[config.mk]
export PLATFORM = sky130hd
export DESIGN_NAME = ysyx_22050854_axi_rd_responder
export DESIGN_NICKNAME = d
export VERILOG_FILES = /design/src/rtl/ysyx_22050854_axi_rd_responder.sv
export SDC_FILE = /design/constraint.sdc
export NUM_CORES = 1
export LEC_CHECK = 0
export ABC_AREA = 1
export BUFFER_PORTS_ARGS = -buffer_cell sky130_fd_sc_hd__buf_2
export CAP_MARGIN = 20
export CORE_UTILIZATION = 48
export DETAILED_ROUTE_END_ITERATION = 6
export GPL_TIMING_DRIVEN = 0
export PLACE_DENSITY = 0.75
export SLEW_MARGIN = 10
export SYNTH_ARGS = -nofsm -noshare
export SYNTH_HDL_FRONTEND = slang
export SYNTH_SLANG_ARGS = --single-unit
[constraint.sdc]
create_clock -name clock_i -period 2.8 [get_ports clock_i]
set_input_delay 0.28 -clock clock_i [delete_from_list [all_inputs] [get_ports clock_i]]
set_output_delay 0.28 -clock clock_i [all_outputs]
set_load 0.03 [all_outputs]
[src/rtl/ysyx_22050854_axi_rd_responder.sv]
// ----------------------------------------------------------------------------
// ysyx_22050854_axi_rd_responder
//
// AXI4 read-channel slave. Accepts one AR transaction at a time, walks the
// burst (FIXED / INCR / WRAP) and, for every beat, issues one read on a
// synchronous SRAM-style port before returning the beat on the R channel with
// the transaction's id, response code and last marker.
//
// The response class is decided once, at the AR handshake:
//   DECERR - start address outside [BASE_ADDR, BASE_ADDR + MEM_BYTES)
//   SLVERR - reserved burst, beat size wider than the data bus, or a WRAP
//            burst whose length is not 2/4/8/16 beats
//   OKAY   - otherwise
// Error bursts still return len+1 beats (zero data, no memory reads).
//
// Ports
//   clock_i        clock, rising edge
//   reset_i        synchronous reset, active low
//   arvalid_i      AR valid
//   arready_o      AR ready (high only in IDLE and out of reset)
//   arid_i         AR id
//   araddr_i       AR start byte address
//   arlen_i        AR beats - 1
//   arsize_i       AR log2(bytes per beat)
//   arburst_i      AR burst type
//   rvalid_o       R valid
//   rready_i       R ready
//   rid_o          R id (echo of arid)
//   rdata_o        R data
//   rresp_o        R response
//   rlast_o        R last beat marker
//   mem_ren_o      memory read strobe, one cycle per OKAY beat
//   mem_raddr_o    memory read address, aligned to the data bus width
//   mem_rdata_i    memory read data, valid the cycle after mem_ren_o
// ----------------------------------------------------------------------------
module ysyx_22050854_axi_rd_responder #(
    parameter int unsigned DATA_W    = 128,
    parameter int unsigned ID_W      = 4,
    parameter logic [31:0] BASE_ADDR = 32'h8000_0000,
    parameter logic [31:0] MEM_BYTES = 32'h0800_0000,
    parameter int unsigned LATENCY   = 0
) (
    input  logic              clock_i,
    input  logic              reset_i,
    input  logic              arvalid_i,
    output logic              arready_o,
    input  logic [ID_W-1:0]   arid_i,
    input  logic [31:0]       araddr_i,
    input  logic [7:0]        arlen_i,
    input  logic [2:0]        arsize_i,
    input  logic [1:0]        arburst_i,
    output logic              rvalid_o,
    input  logic              rready_i,
    output logic [ID_W-1:0]   rid_o,
    output logic [DATA_W-1:0] rdata_o,
    output logic [1:0]        rresp_o,
    output logic              rlast_o,
    output logic              mem_ren_o,
    output logic [31:0]       mem_raddr_o,
    input  logic [DATA_W-1:0] mem_rdata_i
);

    localparam int unsigned BEAT_BYTES = DATA_W / 8;
    localparam int unsigned OFF_W      = $clog2(BEAT_BYTES);
    localparam logic [2:0]  MAX_SIZE   = 3'(OFF_W);
    localparam logic [31:0] ALIGN_MASK = ~((32'd1 << OFF_W) - 32'd1);
    localparam logic [7:0]  WAIT_INIT  = 8'(LATENCY);
    localparam logic        HAS_WAIT   = (LATENCY != 32'd0);

    localparam logic [1:0] RESP_OKAY   = 2'b00;
    localparam logic [1:0] RESP_SLVERR = 2'b10;
    localparam logic [1:0] RESP_DECERR = 2'b11;

    localparam logic [1:0] BURST_FIXED = 2'b00;
    localparam logic [1:0] BURST_INCR  = 2'b01;
    localparam logic [1:0] BURST_WRAP  = 2'b10;
    localparam logic [1:0] BURST_RSVD  = 2'b11;

    typedef enum logic [2:0] {
        ST_IDLE  = 3'd0,
        ST_WAIT  = 3'd1,
        ST_ISSUE = 3'd2,
        ST_DATA  = 3'd3,
        ST_RESP  = 3'd4
    } state_e;

    // Response class of a whole burst, decided from the AR request alone.
    function automatic logic [1:0] classify(
        input logic [31:0] addr,
        input logic [7:0]  len,
        input logic [2:0]  size,
        input logic [1:0]  burst
    );
        logic       wrap_len_ok;
        logic [1:0] resp;
        wrap_len_ok = (len == 8'd1) || (len == 8'd3) || (len == 8'd7) || (len == 8'd15);
        // Unsigned offset from the base also rejects addresses below it.
        if ((addr - BASE_ADDR) >= MEM_BYTES) begin
            resp = RESP_DECERR;
        end else if ((burst == BURST_RSVD) || (size > MAX_SIZE) ||
                     ((burst == BURST_WRAP) && !wrap_len_ok)) begin
            resp = RESP_SLVERR;
        end else begin
            resp = RESP_OKAY;
        end
        return resp;
    endfunction

    // Address of the following beat. WRAP keeps the address inside the
    // naturally aligned (len+1)*size window, which is a power of two.
    function automatic logic [31:0] advance(
        input logic [31:0] addr,
        input logic [7:0]  len,
        input logic [2:0]  size,
        input logic [1:0]  burst
    );
        logic [31:0] step;
        logic [31:0] span;
        logic [31:0] nxt;
        step = 32'd1 << size;
        span = ({24'd0, len} + 32'd1) << size;
        case (burst)
            BURST_FIXED: nxt = addr;
            BURST_INCR:  nxt = addr + step;
            BURST_WRAP:  nxt = (addr & ~(span - 32'd1)) | ((addr + step) & (span - 32'd1));
            default:     nxt = addr + step;
        endcase
        return nxt;
    endfunction

    function automatic logic [31:0] align(input logic [31:0] addr);
        return addr & ALIGN_MASK;
    endfunction

    state_e            state_q, state_d;
    logic [ID_W-1:0]   id_q, id_d;
    logic [31:0]       addr_q, addr_d;
    logic [7:0]        len_q, len_d;
    logic [2:0]        size_q, size_d;
    logic [1:0]        burst_q, burst_d;
    logic [1:0]        class_q, class_d;
    logic [7:0]        cnt_q, cnt_d;
    logic [7:0]        wait_q, wait_d;
    logic              rvalid_q, rvalid_d;
    logic [ID_W-1:0]   rid_q, rid_d;
    logic [DATA_W-1:0] rdata_q, rdata_d;
    logic [1:0]        rresp_q, rresp_d;
    logic              rlast_q, rlast_d;
    logic              mem_ren_q, mem_ren_d;
    logic [31:0]       mem_raddr_q, mem_raddr_d;
    logic              ar_hs_s;
    logic              issue_s;

    // arready drops in the same cycle reset is asserted, not one cycle later.
    assign arready_o = (state_q == ST_IDLE) && reset_i;
    assign ar_hs_s   = arvalid_i && arready_o;

    assign rvalid_o    = rvalid_q;
    assign rid_o       = rid_q;
    assign rdata_o     = rdata_q;
    assign rresp_o     = rresp_q;
    assign rlast_o     = rlast_q;
    assign mem_ren_o   = mem_ren_q;
    assign mem_raddr_o = mem_raddr_q;

    // State register.
    always_ff @(posedge clock_i) begin
        if (!reset_i) begin
            state_q <= ST_IDLE;
        end else begin
            state_q <= state_d;
        end
    end

    // Next-state logic.
    always_comb begin
        state_d = state_q;
        case (state_q)
            ST_IDLE: begin
                if (ar_hs_s) begin
                    state_d = HAS_WAIT ? ST_WAIT : ST_ISSUE;
                end else begin
                    state_d = ST_IDLE;
                end
            end
            ST_WAIT: begin
                if (wait_q <= 8'd1) begin
                    state_d = ST_ISSUE;
                end else begin
                    state_d = ST_WAIT;
                end
            end
            ST_ISSUE: state_d = ST_DATA;
            ST_DATA:  state_d = ST_RESP;
            ST_RESP: begin
                if (rready_i) begin
                    state_d = rlast_q ? ST_IDLE : ST_ISSUE;
                end else begin
                    state_d = ST_RESP;
                end
            end
            default: state_d = ST_IDLE;
        endcase
    end

    // Burst context and next values of the registered outputs.
    always_comb begin
        id_d        = id_q;
        addr_d      = addr_q;
        len_d       = len_q;
        size_d      = size_q;
        burst_d     = burst_q;
        class_d     = class_q;
        cnt_d       = cnt_q;
        wait_d      = wait_q;
        rvalid_d    = rvalid_q;
        rid_d       = rid_q;
        rdata_d     = rdata_q;
        rresp_d     = rresp_q;
        rlast_d     = rlast_q;
        mem_ren_d   = 1'b0;
        mem_raddr_d = mem_raddr_q;
        issue_s     = 1'b0;

        case (state_q)
            ST_IDLE: begin
                if (ar_hs_s) begin
                    id_d    = arid_i;
                    addr_d  = araddr_i;
                    len_d   = arlen_i;
                    size_d  = arsize_i;
                    burst_d = arburst_i;
                    class_d = classify(araddr_i, arlen_i, arsize_i, arburst_i);
                    cnt_d   = 8'd0;
                    wait_d  = WAIT_INIT;
                end else begin
                    wait_d = wait_q;
                end
            end
            ST_WAIT: begin
                if (wait_q != 8'd0) begin
                    wait_d = wait_q - 8'd1;
                end else begin
                    wait_d = 8'd0;
                end
            end
            ST_ISSUE: begin
                rvalid_d = 1'b0;
            end
            ST_DATA: begin
                // Memory data is only meaningful when a read was issued.
                if (class_q == RESP_OKAY) begin
                    rdata_d = mem_rdata_i;
                end else begin
                    rdata_d = {DATA_W{1'b0}};
                end
                rvalid_d = 1'b1;
                rid_d    = id_q;
                rresp_d  = class_q;
                rlast_d  = (cnt_q == len_q);
            end
            ST_RESP: begin
                if (rready_i) begin
                    rvalid_d = 1'b0;
                    if (rlast_q) begin
                        rlast_d = 1'b0;
                    end else begin
                        cnt_d  = cnt_q + 8'd1;
                        addr_d = advance(addr_q, len_q, size_q, burst_q);
                    end
                end else begin
                    rvalid_d = 1'b1;
                end
            end
            default: begin
                rvalid_d = 1'b0;
            end
        endcase

        // The read strobe is registered, so it is raised on entry to ISSUE
        // using the address and class that will be current there.
        issue_s = (state_d == ST_ISSUE) && (class_d == RESP_OKAY);
        if (issue_s) begin
            mem_ren_d   = 1'b1;
            mem_raddr_d = align(addr_d);
        end else begin
            mem_ren_d   = 1'b0;
            mem_raddr_d = mem_raddr_q;
        end
    end

    // Burst context and output registers.
    always_ff @(posedge clock_i) begin
        if (!reset_i) begin
            id_q        <= {ID_W{1'b0}};
            addr_q      <= 32'd0;
            len_q       <= 8'd0;
            size_q      <= 3'd0;
            burst_q     <= 2'd0;
            class_q     <= 2'd0;
            cnt_q       <= 8'd0;
            wait_q      <= 8'd0;
            rvalid_q    <= 1'b0;
            rid_q       <= {ID_W{1'b0}};
            rdata_q     <= {DATA_W{1'b0}};
            rresp_q     <= 2'd0;
            rlast_q     <= 1'b0;
            mem_ren_q   <= 1'b0;
            mem_raddr_q <= 32'd0;
        end else begin
            id_q        <= id_d;
            addr_q      <= addr_d;
            len_q       <= len_d;
            size_q      <= size_d;
            burst_q     <= burst_d;
            class_q     <= class_d;
            cnt_q       <= cnt_d;
            wait_q      <= wait_d;
            rvalid_q    <= rvalid_d;
            rid_q       <= rid_d;
            rdata_q     <= rdata_d;
            rresp_q     <= rresp_d;
            rlast_q     <= rlast_d;
            mem_ren_q   <= mem_ren_d;
            mem_raddr_q <= mem_raddr_d;
        end
    end

endmodule

# Word-level counts from Yosys, hierarchy flattened
# Cells that the tools add are included.
dict set report op_classes {
  n_addsub 6
  n_lt_le_gt_ge 3
  eq_ne 17
  shift 2
  muxes 26
  n_bitwise 4
  n_reduce_logical 24
}
# cell count
set op_table {}
lappend op_table {{$mux 128} 1}
lappend op_table {{$pmux 32 s2} 2}
lappend op_table {{$mux 32} 3}
lappend op_table {{$and 32x32->32} 2}
lappend op_table {{$add 32x32->32} 1}
lappend op_table {{$ge 32x28->1 const B} 1}
lappend op_table {{$mux 8} 4}
lappend op_table {{$not 32->32} 1}
lappend op_table {{$or 32x32->32} 1}
lappend op_table {{$pmux 8 s2} 2}
lappend op_table {{$shl 1x3->32 const A} 1}
lappend op_table {{$shl 9x3->32} 1}
lappend op_table {{$sub 32x1->32 const B} 1}
lappend op_table {{$sub 32x32->32 const B} 1}
lappend op_table {{$pmux 3 s5} 1}
lappend op_table {{$mux 2} 7}
lappend op_table {{$add 8x1->9 const B} 1}
lappend op_table {{$eq 3x2->1 const B} 3}
lappend op_table {{$add 8x1->8 const B} 1}
lappend op_table {{$eq 8x1->1 const B} 1}
lappend op_table {{$eq 8x2->1 const B} 1}
lappend op_table {{$eq 8x3->1 const B} 1}
lappend op_table {{$eq 8x4->1 const B} 1}
lappend op_table {{$eq 8x8->1} 1}
lappend op_table {{22 further kinds} 42}
dict set report totals {
  register_bits 235
  in_bits 181
  out_inout_bits 170
}

# Logic depth before layout (Yosys ltp)
dict set report depth {
  ltp_word 14
  mapped_depth 27
}

# Worst setup path after synthesis
# Ideal clock, no wire load.
dict set report synth_path {
  path_type {reg-to-reg}
  from {register size_q[1]}
  to {register mem_raddr_q[27], in the netlist mem_raddr_o[27]}
  arrival_ns 2.757
  slack_ns -0.066
  path_stages_with_launch 20
  period_less_slack_ns 2.866
  cell_sequence {dfxtp_1 buf_2 buf_1 nor3_1 ha_1 inv_1 nor3_1 nand2_1 nand3_2 a21oi_1 nor3_2 nand2_1 nor2_1 nand2_1 xor2_1 a21oi_1 nand2_1 nand3_1 nand2_1 inv_1}
}
dict set report synth_between {
  elab_chain_len 9
}
# item line
set synth_lines {}
lappend synth_lines {{start, declared} 139} ;# logic [2:0] size_q, size_d;
lappend synth_lines {{start signal, assigned} 314} ;# size_q <= size_d;
lappend synth_lines {{$shl 9x3->32} 121} ;# span = ({24'd0, len} + 32'd1) << size;
lappend synth_lines {{$sub 32x1->32} 125} ;# BURST_WRAP: nxt = (addr & ~(span - 32'd1)) | ((addr + step) & (span - 32'd1));
lappend synth_lines {{$not 32->32} 125}
lappend synth_lines {{$and 32x32->32} 125}
lappend synth_lines {{$or 32x32->32} 125}
lappend synth_lines {{$pmux 32 s2 *} 122} ;# case (burst)
lappend synth_lines {{$mux 32 *} 265} ;# if (rlast_q) begin
lappend synth_lines {{$mux 32 *} 263} ;# if (rready_i) begin
lappend synth_lines {{$pmux 32 s2 *} 225} ;# case (state_q)
lappend synth_lines {{end signal, assigned} 325} ;# mem_raddr_q <= mem_raddr_d;
lappend synth_lines {{end, declared} 150} ;# logic [31:0] mem_raddr_q, mem_raddr_d;
# Mark *: on every way between the ends. The rest lies on a longest branch, timed or not. The select of a mux whose other input is x is not followed.
# A chain may end at the register's enable or synchronous reset.

# Final worst setup path
dict set report layout_path {
  from {register size_q[2]}
  to {register mem_raddr_q[11], in the netlist mem_raddr_o[11]}
}
# The elaborated chain is that of the path after synthesis.

==> impl_results.md <==
- Final hold vios: 0
- Core area: 0.0261 sq mm
- Critical Path AT: 3.27 ns
- Initial DRC Count: 1392
- DRC: 16
- RSZ-0062 raised after global routing: yes
- Clock buffer depth: 3
- Min Tclk post-route: 2.85 ns
- GPL Wtd Cong: 0.984
- Largest net degree at the start of global routing: 14
- Setup WS post-layout: -0.0450 ns
- Logic gate share of total power: 0.338
- Relative slew slack: 0.293
- Cell area power density: 635 mW/mm^2
- Hold Crit Depth: 3
- Die H: 165 microns
- Drt total wl: 51400 microns
- Worst-path fanout max: 5
- Hold Crit Class: in -> reg
- Synth area leader: dfxtp_1
- Main synth FF type: dfxtp_1
- Pre-CTS setup slack: -0.730 ns
- Worst reg2reg setup slack: -0.05 ns
- Vias in the first global route: 13647
- Clock Power Share: 0.312
- Final Util: 0.668
- Total gr overflow: 0
- Crit Reg-Reg Startpoint: size_q[2]
- Vias/cell: 5.67
- Status: finished, violations left
- Failing checks: DRC, setup timing
- CTS buffer count: 25
- H-Tree Depth: 1
- Average wire per standard cell: 19.1 microns
- I/O pin cnt: 351
- Async SR Flop Fraction: 0
- GRT Util Overall: 0.358
- Ys Warns: 0
- DRT antenna net count: 0
- Antenna violations before repair: 7
- Clock slew at reported path FFs: 0.07 ns
- Setup TNS: -0.203 ns
- Seq pwr share: 0.350
- Via count: 15249
- Worst-skew pair later-pin latency: 0.53 ns
- Sw Ratio: 0.376
- Area growth, synth to finish: 36.2%
- Total Die Area: 0.0274 sq mm
- CTS sink cnt: 235
- Post-DP HPWL: 38400 microns
- Register-to-Register Path Depth: 18
- Worst path cell trace: inv_2, buf_6, buf_8, nor3_2, ha_1, nand2_1, nand2_1, nand3_1, nand3_4, a21oi_4, buf_6, nor2_1, xor2_1, a21boi_2, o21bai_2, nand3_1, nand2_1, inv_1
- Fill count: 2416
- Most frequent cells after synthesis: nand2_1, dfxtp_1, a21oi_1, nand4_1, inv_1
- CTS root buf: clkbuf_16
- Top post-synthesis cells by area: dfxtp_1, nand2_1, a21oi_1, nand4_1, nand3_1
- Post-Syn Area: 0.0128 sq mm
- Crit-path slowest cell: dfxtp_4
- CP Data Required Time: 3.23 ns
- Fin crit share: 1.02
- Worst Hold Launch: arburst_i[0]
- Die width: 165 microns
- Actual slew at the worst max-slew pin: 1.06 ns
- Slew Limit Fails: 0
- Starting Density: 0.490
- Most used cell, CP: nand2_1
- Mapped Avg Cell Area: 6.83 sq um
- Max-cap violations: 0
- Crit start category: register
- Setup Skew: 0.0111 ns
- First-pass GRT wire length: 75200 microns
- Hold path endpoint: burst_q[0]
- Final setup vio count: 9
- Sw Pwr: 0.00417 W
- Setup crit end kind: register
- Leak: 7.65 nW
- Fmax: 351 MHz
- P_int: 0.00691 W
- Fraction of layout cells with a size suffix above 1: 0.299
- Final nets: 2527
- Post-synth EDFFs: 0
- CTS tree: built
- Worst VDD drop: 0.448 mV
- Yosys reg bits: 235
- PortBufs: 346
- Largest stage delay, worst path: 0.37 ns
- Share of the synthesized area in the top cell type: 0.367
- Site Rows: 59
- Synth Instances: 1876
- Count leader, synth: nand2_1
- Register area share after synthesis: 0.367
- TritonRoute pass-1 iters: 7
- CP Class: reg -> reg
- Critical R2R Capture: mem_raddr_o[11]
- Post-synthesis cell type count: 53
-- through the flow --
step	hold slack (ns)	cell area (sq um)	cells	total power [W]
detailed placement	0.450	15000	2560	0.00708
finish	0.0232	17400	2691	0.0111
global route	0.0215	17400	2688	0.0116
CTS	0.0118	16600	2657	0.0107
floorplan	0.390	12800	1879	0.00608
global placement	0.445	15000	2560	0.00704
-- final cells by class --
class	count	area, sq um	share of cell area
Multi-Input combinational cell	1346	7790	0.446
Sequential cell	235	4730	0.271
Timing Repair Buffer	426	2370	0.136
Clock buffer	36	717	0.0411
Buffer	135	656	0.0376
Inverter	162	621	0.0356
Tap cell	335	419	0.0240
Clock inverter	10	133	0.00760
Antenna cell	6	15.0	0.000861
-- flip-flops by register name, indices dropped and copies added, names as in the netlist --
register and count:
len_q 8, cnt_q 8, rdata_o 128, rresp_o 2, rvalid_o 1, addr_q 32
class_q 2, wait_q 8, rid_o 4, burst_q 2, size_q 3, state_q 3
rlast_o 1, mem_raddr_o 28, id_q 4, mem_ren_o 1
-- worst max-delay path, delay by kind of cell (launching register included) --
family,cells,cell delay (ns)
AO/OA/AOI/OAI,3,0.63
flip-flops,1,0.37
buffers and inverters,5,0.47
XOR/XNOR,1,0.17
adder cells (fa/ha/maj),1,0.30
AND/OR/NAND/NOR,8,0.81
-- cells by family after synthesis --
kind of cell | synth area share
xor+xnor | 0.0232
other cells | 0.000293
compound gates | 0.166
fa+ha+maj | 0.0152
flops | 0.367
mux | 0.000781
simple gates | 0.335
buf+inv | 0.0920
-- per-layer routing --
layer | up-vias | track usage | part of all wire
met5 | - | 0 | 0
met4 | 0 | 0.175 | 0.057
met3 | 163 | 0.0722 | 0.089
met2 | 736 | 0.613 | 0.48
met1 | 7048 | 0.427 | 0.37
li1 | 7302 | - | -
-- power groups by stage --
stage / clock (W) / combinational (W) / sequential (W)
after floorplan: 0 / 0.00194 / 0.00414
after CTS: 0.00347 / 0.00339 / 0.00386
after detailed placement: 0 / 0.00317 / 0.00392
after global placement: 0 / 0.00312 / 0.00391
final: 0.00345 / 0.00374 / 0.00388
after global routing: 0.00361 / 0.00406 / 0.00391
-- worst max path at each step --
stage	startpoint	to	slack, ns	depth (start not counted)
final	size_q[2]	mem_raddr_o[11]	-0.05	18
after global routing	size_q[1]	mem_raddr_o[22]	-0.21	18
after CTS	len_q[0]	mem_raddr_o[15]	0.003	23
after detailed placement	size_q[2]	mem_raddr_o[14]	-0.73	19
after global placement	size_q[0]	mem_raddr_o[27]	-0.73	21
after floorplan	size_q[0]	mem_raddr_o[27]	0.003	21
-- repair_timing --
| action | 4_1_cts | 5_1_grt |
|---|---|---|
| hold buffers | 4 | 0 |
| resized for setup | 102 | 141 |
| endpoints found under the setup margin | 55 | 161 |
| setup buffers | 47 | 29 |
| endpoints found under the hold margin | 4 | 0 |
| pin swaps | 35 | 61 |
-- placed cells by master, fill, tap and decap left out, types with 72 or more instances in the layout --
cell	Yosys	layout
clkbuf_1	110	114
buf_4	5	72
nand3_1	137	111
inv_1	149	143
nor2_1	116	102
buf_2	13	352
o21ai_0	91	81
nand2_1	415	380
a21oi_1	208	199
dfxtp_1	235	226
nand4_1	155	155
No activity file was read; power rests on OpenSTA's default activity.
